### config.mk
export PLATFORM = sky130hd
export DESIGN_NAME = matrix_mult_seq
export DESIGN_NICKNAME = d
export VERILOG_FILES = /design/src/rtl/matmul_pkg.sv /design/src/rtl/matmul_mac.sv /design/src/rtl/matrix_mult_seq.sv
export SDC_FILE = /design/constraint.sdc
export NUM_CORES = 1
export LEC_CHECK = 0
export BUFFER_PORTS_ARGS = -buffer_cell sky130_fd_sc_hd__buf_2
export CORE_ASPECT_RATIO = 1.1
export CORE_UTILIZATION = 65
export CTS_CLUSTER_DIAMETER = 40
export CTS_CLUSTER_SIZE = 14
export DETAILED_ROUTE_END_ITERATION = 16
export GPL_ROUTABILITY_DRIVEN = 0
export GPL_TIMING_DRIVEN = 1
export PLACE_DENSITY = 0.82
export SLEW_MARGIN = 20
export SYNTH_ARGS = -nofsm -noshare
export SYNTH_HDL_FRONTEND = slang
export SYNTH_SLANG_ARGS = --single-unit
### constraint.sdc
create_clock -name clk -period 16.4 [get_ports clk]
set_input_delay 4.1 -clock clk [delete_from_list [all_inputs] [get_ports clk]]
set_output_delay 4.1 -clock clk [all_outputs]
set_load 0.03 [all_outputs]
### src/rtl/matmul_pkg.sv
// rtl/matmul_pkg.sv - shared state encoding and width helper for the matrix multiplier
package matmul_pkg;

    typedef enum logic [1:0] {
        LOAD_A  = 2'd0,
        LOAD_B  = 2'd1,
        COMPUTE = 2'd2,
        DRAIN   = 2'd3
    } state_t;

    // Product is 2*dw bits; summing n of them needs clog2(n) guard bits.
    function automatic int acc_width(input int n, input int dw);
        return 2 * dw + $clog2(n);
    endfunction

endpackage

### src/rtl/matmul_mac.sv
// rtl/matmul_mac.sv - multiply plus registered accumulator; MATMUL_SIGNED_EN selects signed operands
module matmul_mac #(
    parameter int DW   = 8,
    parameter int ACCW = 18
) (
    input  logic            clk,
    input  logic            rst,
    input  logic            i_en,
    input  logic            i_first,
    input  logic [DW-1:0]   i_a,
    input  logic [DW-1:0]   i_b,
    output logic [ACCW-1:0] o_acc
);

    logic [ACCW-1:0] r_acc;
    logic [ACCW-1:0] w_prod_ext;
    logic [ACCW-1:0] w_base;
    logic [ACCW-1:0] w_sum;

`ifdef MATMUL_SIGNED_EN
    logic signed [2*DW-1:0] w_prod;
    assign w_prod     = $signed({{DW{i_a[DW-1]}}, i_a}) * $signed({{DW{i_b[DW-1]}}, i_b});
    assign w_prod_ext = {{(ACCW-2*DW){w_prod[2*DW-1]}}, w_prod};
`else
    logic [2*DW-1:0] w_prod;
    assign w_prod     = {{DW{1'b0}}, i_a} * {{DW{1'b0}}, i_b};
    assign w_prod_ext = {{(ACCW-2*DW){1'b0}}, w_prod};
`endif

    // First term of a dot product starts from zero instead of the stale sum.
    assign w_base = i_first ? '0 : r_acc;
    assign w_sum  = w_base + w_prod_ext;
    assign o_acc  = r_acc;

    // Accumulator register, advances only on enabled MAC cycles.
    always_ff @(posedge clk or posedge rst) begin
        if (rst) begin
            r_acc <= '0;
        end else if (i_en) begin
            r_acc <= w_sum;
        end
    end

endmodule

### src/rtl/matrix_mult_seq.sv
// rtl/matrix_mult_seq.sv - sequential NxN matrix multiplier top; MATMUL_SIGNED_EN selects signed arithmetic
module matrix_mult_seq
    import matmul_pkg::*;
#(
    parameter int N  = 4,
    parameter int DW = 8,
    localparam int ACCW = acc_width(N, DW)
) (
    input  logic            clk,
    input  logic            rst,
    input  logic            in_valid,
    output logic            in_ready,
    input  logic [DW-1:0]   in_data,
    output logic            out_valid,
    input  logic            out_ready,
    output logic [ACCW-1:0] out_data,
    output logic            busy,
    output logic            done
);

    localparam int NN = N * N;
    localparam int IW = $clog2(NN);
    localparam int KW = $clog2(N);
    localparam logic [IW-1:0] IDX_LAST = IW'(NN - 1);
    localparam logic [IW-1:0] N_IW     = IW'(N);
    localparam logic [KW-1:0] K_LAST   = KW'(N - 1);

    state_t          r_state;
    state_t          w_next;
    logic [IW-1:0]   r_ld_idx;
    logic [IW-1:0]   r_out_idx;
    logic [IW-1:0]   r_wb_idx;
    logic [KW-1:0]   r_i;
    logic [KW-1:0]   r_j;
    logic [KW-1:0]   r_k;
    logic            r_mac_end;
    logic            r_wb_valid;
    logic            r_done;

    logic [DW-1:0]   r_a [NN];
    logic [DW-1:0]   r_b [NN];
    logic [ACCW-1:0] r_c [NN];

    logic            w_in_fire;
    logic            w_out_fire;
    logic            w_ld_last;
    logic            w_out_last;
    logic            w_mac_en;
    logic            w_mac_last;
    logic [IW-1:0]   w_i_ext;
    logic [IW-1:0]   w_j_ext;
    logic [IW-1:0]   w_k_ext;
    logic [IW-1:0]   w_a_idx;
    logic [IW-1:0]   w_b_idx;
    logic [ACCW-1:0] w_acc;

    // Handshake qualifiers use state directly so in_ready/out_valid never feed back.
    assign w_in_fire  = in_valid && (r_state == LOAD_A || r_state == LOAD_B);
    assign w_out_fire = out_ready && (r_state == DRAIN);
    assign w_ld_last  = (r_ld_idx == IDX_LAST);
    assign w_out_last = (r_out_idx == IDX_LAST);

    // MAC runs for N^3 cycles; r_mac_end marks the final flush cycle that lets the
    // last accumulated element land in the C bank before DRAIN reads it.
    assign w_mac_en   = (r_state == COMPUTE) && !r_mac_end;
    assign w_mac_last = w_mac_en && (r_i == K_LAST) && (r_j == K_LAST) && (r_k == K_LAST);

    assign w_i_ext = IW'(r_i);
    assign w_j_ext = IW'(r_j);
    assign w_k_ext = IW'(r_k);
    assign w_a_idx = w_i_ext * N_IW + w_k_ext;
    assign w_b_idx = w_k_ext * N_IW + w_j_ext;

    assign out_data = (r_state == DRAIN) ? r_c[r_out_idx] : '0;
    assign done     = r_done;

    matmul_mac #(
        .DW   (DW),
        .ACCW (ACCW)
    ) u_mac (
        .clk     (clk),
        .rst     (rst),
        .i_en    (w_mac_en),
        .i_first (r_k == '0),
        .i_a     (r_a[w_a_idx]),
        .i_b     (r_b[w_b_idx]),
        .o_acc   (w_acc)
    );

    // State register.
    always_ff @(posedge clk or posedge rst) begin
        if (rst) begin
            r_state <= LOAD_A;
        end else begin
            r_state <= w_next;
        end
    end

    // Next-state and state-decoded handshake outputs.
    always_comb begin
        w_next    = r_state;
        in_ready  = 1'b0;
        out_valid = 1'b0;
        busy      = 1'b1;
        case (r_state)
            LOAD_A: begin
                in_ready = 1'b1;
                busy     = 1'b0;
                if (in_valid && w_ld_last) w_next = LOAD_B;
            end
            LOAD_B: begin
                in_ready = 1'b1;
                if (in_valid && w_ld_last) w_next = COMPUTE;
            end
            COMPUTE: begin
                if (r_mac_end) w_next = DRAIN;
            end
            DRAIN: begin
                out_valid = 1'b1;
                if (out_ready && w_out_last) w_next = LOAD_A;
            end
            default: w_next = LOAD_A;
        endcase
    end

    // Load write index, shared by A and B, wraps when each bank fills.
    always_ff @(posedge clk or posedge rst) begin
        if (rst) begin
            r_ld_idx <= '0;
        end else if (w_in_fire) begin
            r_ld_idx <= w_ld_last ? '0 : r_ld_idx + 1'b1;
        end
    end

    // Operand and result banks; contents are don't-care after reset.
    always_ff @(posedge clk) begin
        if (w_in_fire && r_state == LOAD_A) r_a[r_ld_idx] <= in_data;
        if (w_in_fire && r_state == LOAD_B) r_b[r_ld_idx] <= in_data;
        if (r_wb_valid) r_c[r_wb_idx] <= w_acc;
    end

    // i/j/k loop counters with k innermost, plus delayed write-back of each finished dot product.
    always_ff @(posedge clk or posedge rst) begin
        if (rst) begin
            r_i        <= '0;
            r_j        <= '0;
            r_k        <= '0;
            r_mac_end  <= 1'b0;
            r_wb_valid <= 1'b0;
            r_wb_idx   <= '0;
        end else begin
            r_wb_valid <= w_mac_en && (r_k == K_LAST);
            r_wb_idx   <= w_i_ext * N_IW + w_j_ext;
            if (w_mac_en) begin
                r_k <= (r_k == K_LAST) ? '0 : r_k + 1'b1;
                if (r_k == K_LAST) begin
                    r_j <= (r_j == K_LAST) ? '0 : r_j + 1'b1;
                    if (r_j == K_LAST) begin
                        r_i <= (r_i == K_LAST) ? '0 : r_i + 1'b1;
                    end
                end
                if (w_mac_last) r_mac_end <= 1'b1;
            end else if (r_state == COMPUTE) begin
                r_mac_end <= 1'b0;
            end
        end
    end

    // Drain read index and the done pulse one cycle after the last C transfer.
    always_ff @(posedge clk or posedge rst) begin
        if (rst) begin
            r_out_idx <= '0;
            r_done    <= 1'b0;
        end else begin
            r_done <= w_out_fire && w_out_last;
            if (w_out_fire) begin
                r_out_idx <= w_out_last ? '0 : r_out_idx + 1'b1;
            end
        end
    end

endmodule

==> qor.txt <==
Post-synth ARST share = 0.0701
Starting Density = 0.662
Max Clk Rate = 0.129 GHz
Critical path type = reg -> out
Vias = 12,521
Post-CTS Setup Bufs = 0
Slew margin rel. = 0.349
Synth Cell Area = 25,300 um^2
Post-synthesis register bit count = 585
Fin cells = 1,955
Setup crit end kind = primary output
Post-CTS Resized = 0
CTS max path bufs = 3
Startpoint types = flop
PortBufs = 33
Drt pass-1 iters = 6
Final net count = 1,530
Wirelength per Cell = 26.1 um
Synthesized area per cell = 18.6 um^2
Clock slew at reported path FFs = 0.06 ns
Tcrit/Tclk final = 0.473
Synth area leaders = edfxtp_1 64%, mux4_2 14%, dfrtp_1 4.1%
Final hold viol count = 0
Detailed placement HPWL = 30,400 um
Drt drc = 0
Width of the chip = 190 um
Ports = 34
Utilization after layout = 0.725
Syn Nets = 1,475
Share of cells above drive strength 1 = 0.228
Pin count of the biggest net entering global routing = 49
Vias in the first global route = 13,158
Netlist cell types = 48
Most frequent cells in the layout = 544 x edfxtp_1, 152 x mux4_2, 99 x nand2_1
Top_reg_cell synth = edfxtp_1
Worst skew pair latency = 0.61 ns
CP Data Required Time = 12.30 ns
Post-synthesis sequential area ratio = 0.685
Post-layout min period = 7.76 ns
Area Overhead vs Synth = 9.65%
CTS tree = done
YS warnings = 0
Total grt overflow = 0
Core ar. = 38,300 um^2
Crit path cell chain = buf_4 -> mux4_2 -> mux2_2 -> o211a_1 -> buf_2
Worst hold path type = reg -> reg
Clock Sinks = 585
Max incr delay on CP = 0.82 ns
Gr usage total = 0.270
Fillcell total = 2,182
Synth area leader = edfxtp_1
Most common cell after layout, fill and taps aside = edfxtp_1
Gate Count Post-Synth = 1,360
Endpoints failing setup = 0
CTS Buf Count = 54
Max-cap violations = 0
Worst path slowest cell = dfrtp_4
Std-Cell Rows = 75
RSZ-0062 raised after global routing = false
Vias/cell = 6.40
Tightest Pin Transition = 0.977 ns
Final wirelength = 51,000 um
Post-synth top area share = 0.645
Setup_tns = 0 ns
DRT antenna net count = 0
Global-route wire length before repair = 78,000 um
Post-synth EDFFs = 544
Crit-path max FO = 48
DRT iter0 DRCs = 1,284
Root Buffer = clkbuf_16
Placed insts = 1,859
Die area = 39,800 um^2
H-tree levels = 2
Initial antenna violation count = 2
Post-route clock skew = 0.0333 ns
CP arrival = 3.66 ns
Die height = 209 um
Hold buffers post-CTS = 0
Slew Viols, Final = 0
Status = finished clean
==> sequential cells by signal (all words and copies together) (netlist names) <==
signal       flops
done             1
r_a            128
r_b            128
r_c            288
r_i              2
r_j              2
r_k              2
r_ld_idx         4
r_mac_end        1
r_out_idx        4
r_state          2
r_wb_idx         4
r_wb_valid       1
u_mac.o_acc     18
==> layout make-up <==
cell class	count	area, um^2	share of cell area
Tap cell	500	626	0.0225
Inverter	93	349	0.0126
Sequential cell	585	17400	0.625
Clock inverter	22	236	0.00851
Antenna cell	1	2.50	0.0000901
Clock buffer	73	1480	0.0531
Multi-Input combinational cell	625	7380	0.266
Timing Repair Buffer	56	338	0.0122
==> cells by family after synthesis <==
| kind of cell | Yosys count | synth area share |
|---|---|---|
| flip-flops | 585 | 0.685 |
| buffers and inverters | 150 | 0.0256 |
| adder cells (fa/ha/maj) | 103 | 0.0657 |
| AO/OA/AOI/OAI | 84 | 0.0234 |
| XOR/XNOR | 13 | 0.00449 |
| multiplexers | 192 | 0.152 |
| AND/OR/NAND/NOR | 233 | 0.0434 |
==> worst paths after layout <==
kind / depth (start not counted) / to / slack [ns] / start
min reg2reg: 1 / r_ld_idx[2] / 0.56 / r_ld_idx[2]
min in group asynchronous: 2 / r_out_idx[2] / 3.73 / rst
max reg2reg: 18 / u_mac.o_acc[17] / 10.02 / r_k[0]
min: 1 / r_ld_idx[2] / 0.56 / r_ld_idx[2]
max: 5 / out_data[3] / 8.64 / r_out_idx[0]
max in group asynchronous: 2 / r_out_idx[0] / 11.96 / rst
==> cells in the mapped netlist (11+ instances only) <==
| master | instances |
|---|---|
| a21o_1 | 11 |
| and2_1 | 42 |
| clkbuf_1 | 33 |
| dfrtp_1 | 41 |
| edfxtp_1 | 544 |
| fa_1 | 50 |
| ha_1 | 53 |
| inv_1 | 91 |
| mux2_2 | 22 |
| mux2i_1 | 18 |
| mux4_2 | 152 |
| nand2_1 | 99 |
| nor2_1 | 41 |
| nor2b_1 | 13 |
| o211a_1 | 18 |
| o21ai_0 | 25 |
==> metrics by stage <==
stage	setup slack (ns)	cell area [um^2]	hold WS (ns)
2_1_floorplan	10.33	25300	0.376
3_3_place_gp	9.29	26100	0.509
3_5_place_dp	9.25	26100	0.541
4_1_cts	8.55	27800	0.561
5_1_grt	8.41	27800	0.585
6_report	8.64	27800	0.565
==> worst max-delay path: cells and delay by family, from the launching register on <==
| family | cells | cell delay [ns] |
|---|---|---|
| AOI/OAI and AO/OA | 1 | 0.24 |
| buffers and inverters | 2 | 0.99 |
| DFF | 1 | 0.82 |
| muxes | 2 | 0.89 |
==> per-layer routing <==
| metal | up-vias | wire length, um | GRT usage | part of all wire |
|---|---|---|---|---|
| met5 | - | 13 | 0 | 0.00026 |
| met4 | 2 | 1190 | 0.0833 | 0.023 |
| met3 | 95 | 3360 | 0.0375 | 0.066 |
| met2 | 550 | 27100 | 0.469 | 0.53 |
| met1 | 6512 | 19300 | 0.356 | 0.38 |
| li1 | 5362 | - | - | - |
Power is not shown: default switching activity piles up to over one toggle a cycle in this logic, so the estimate is an artifact.
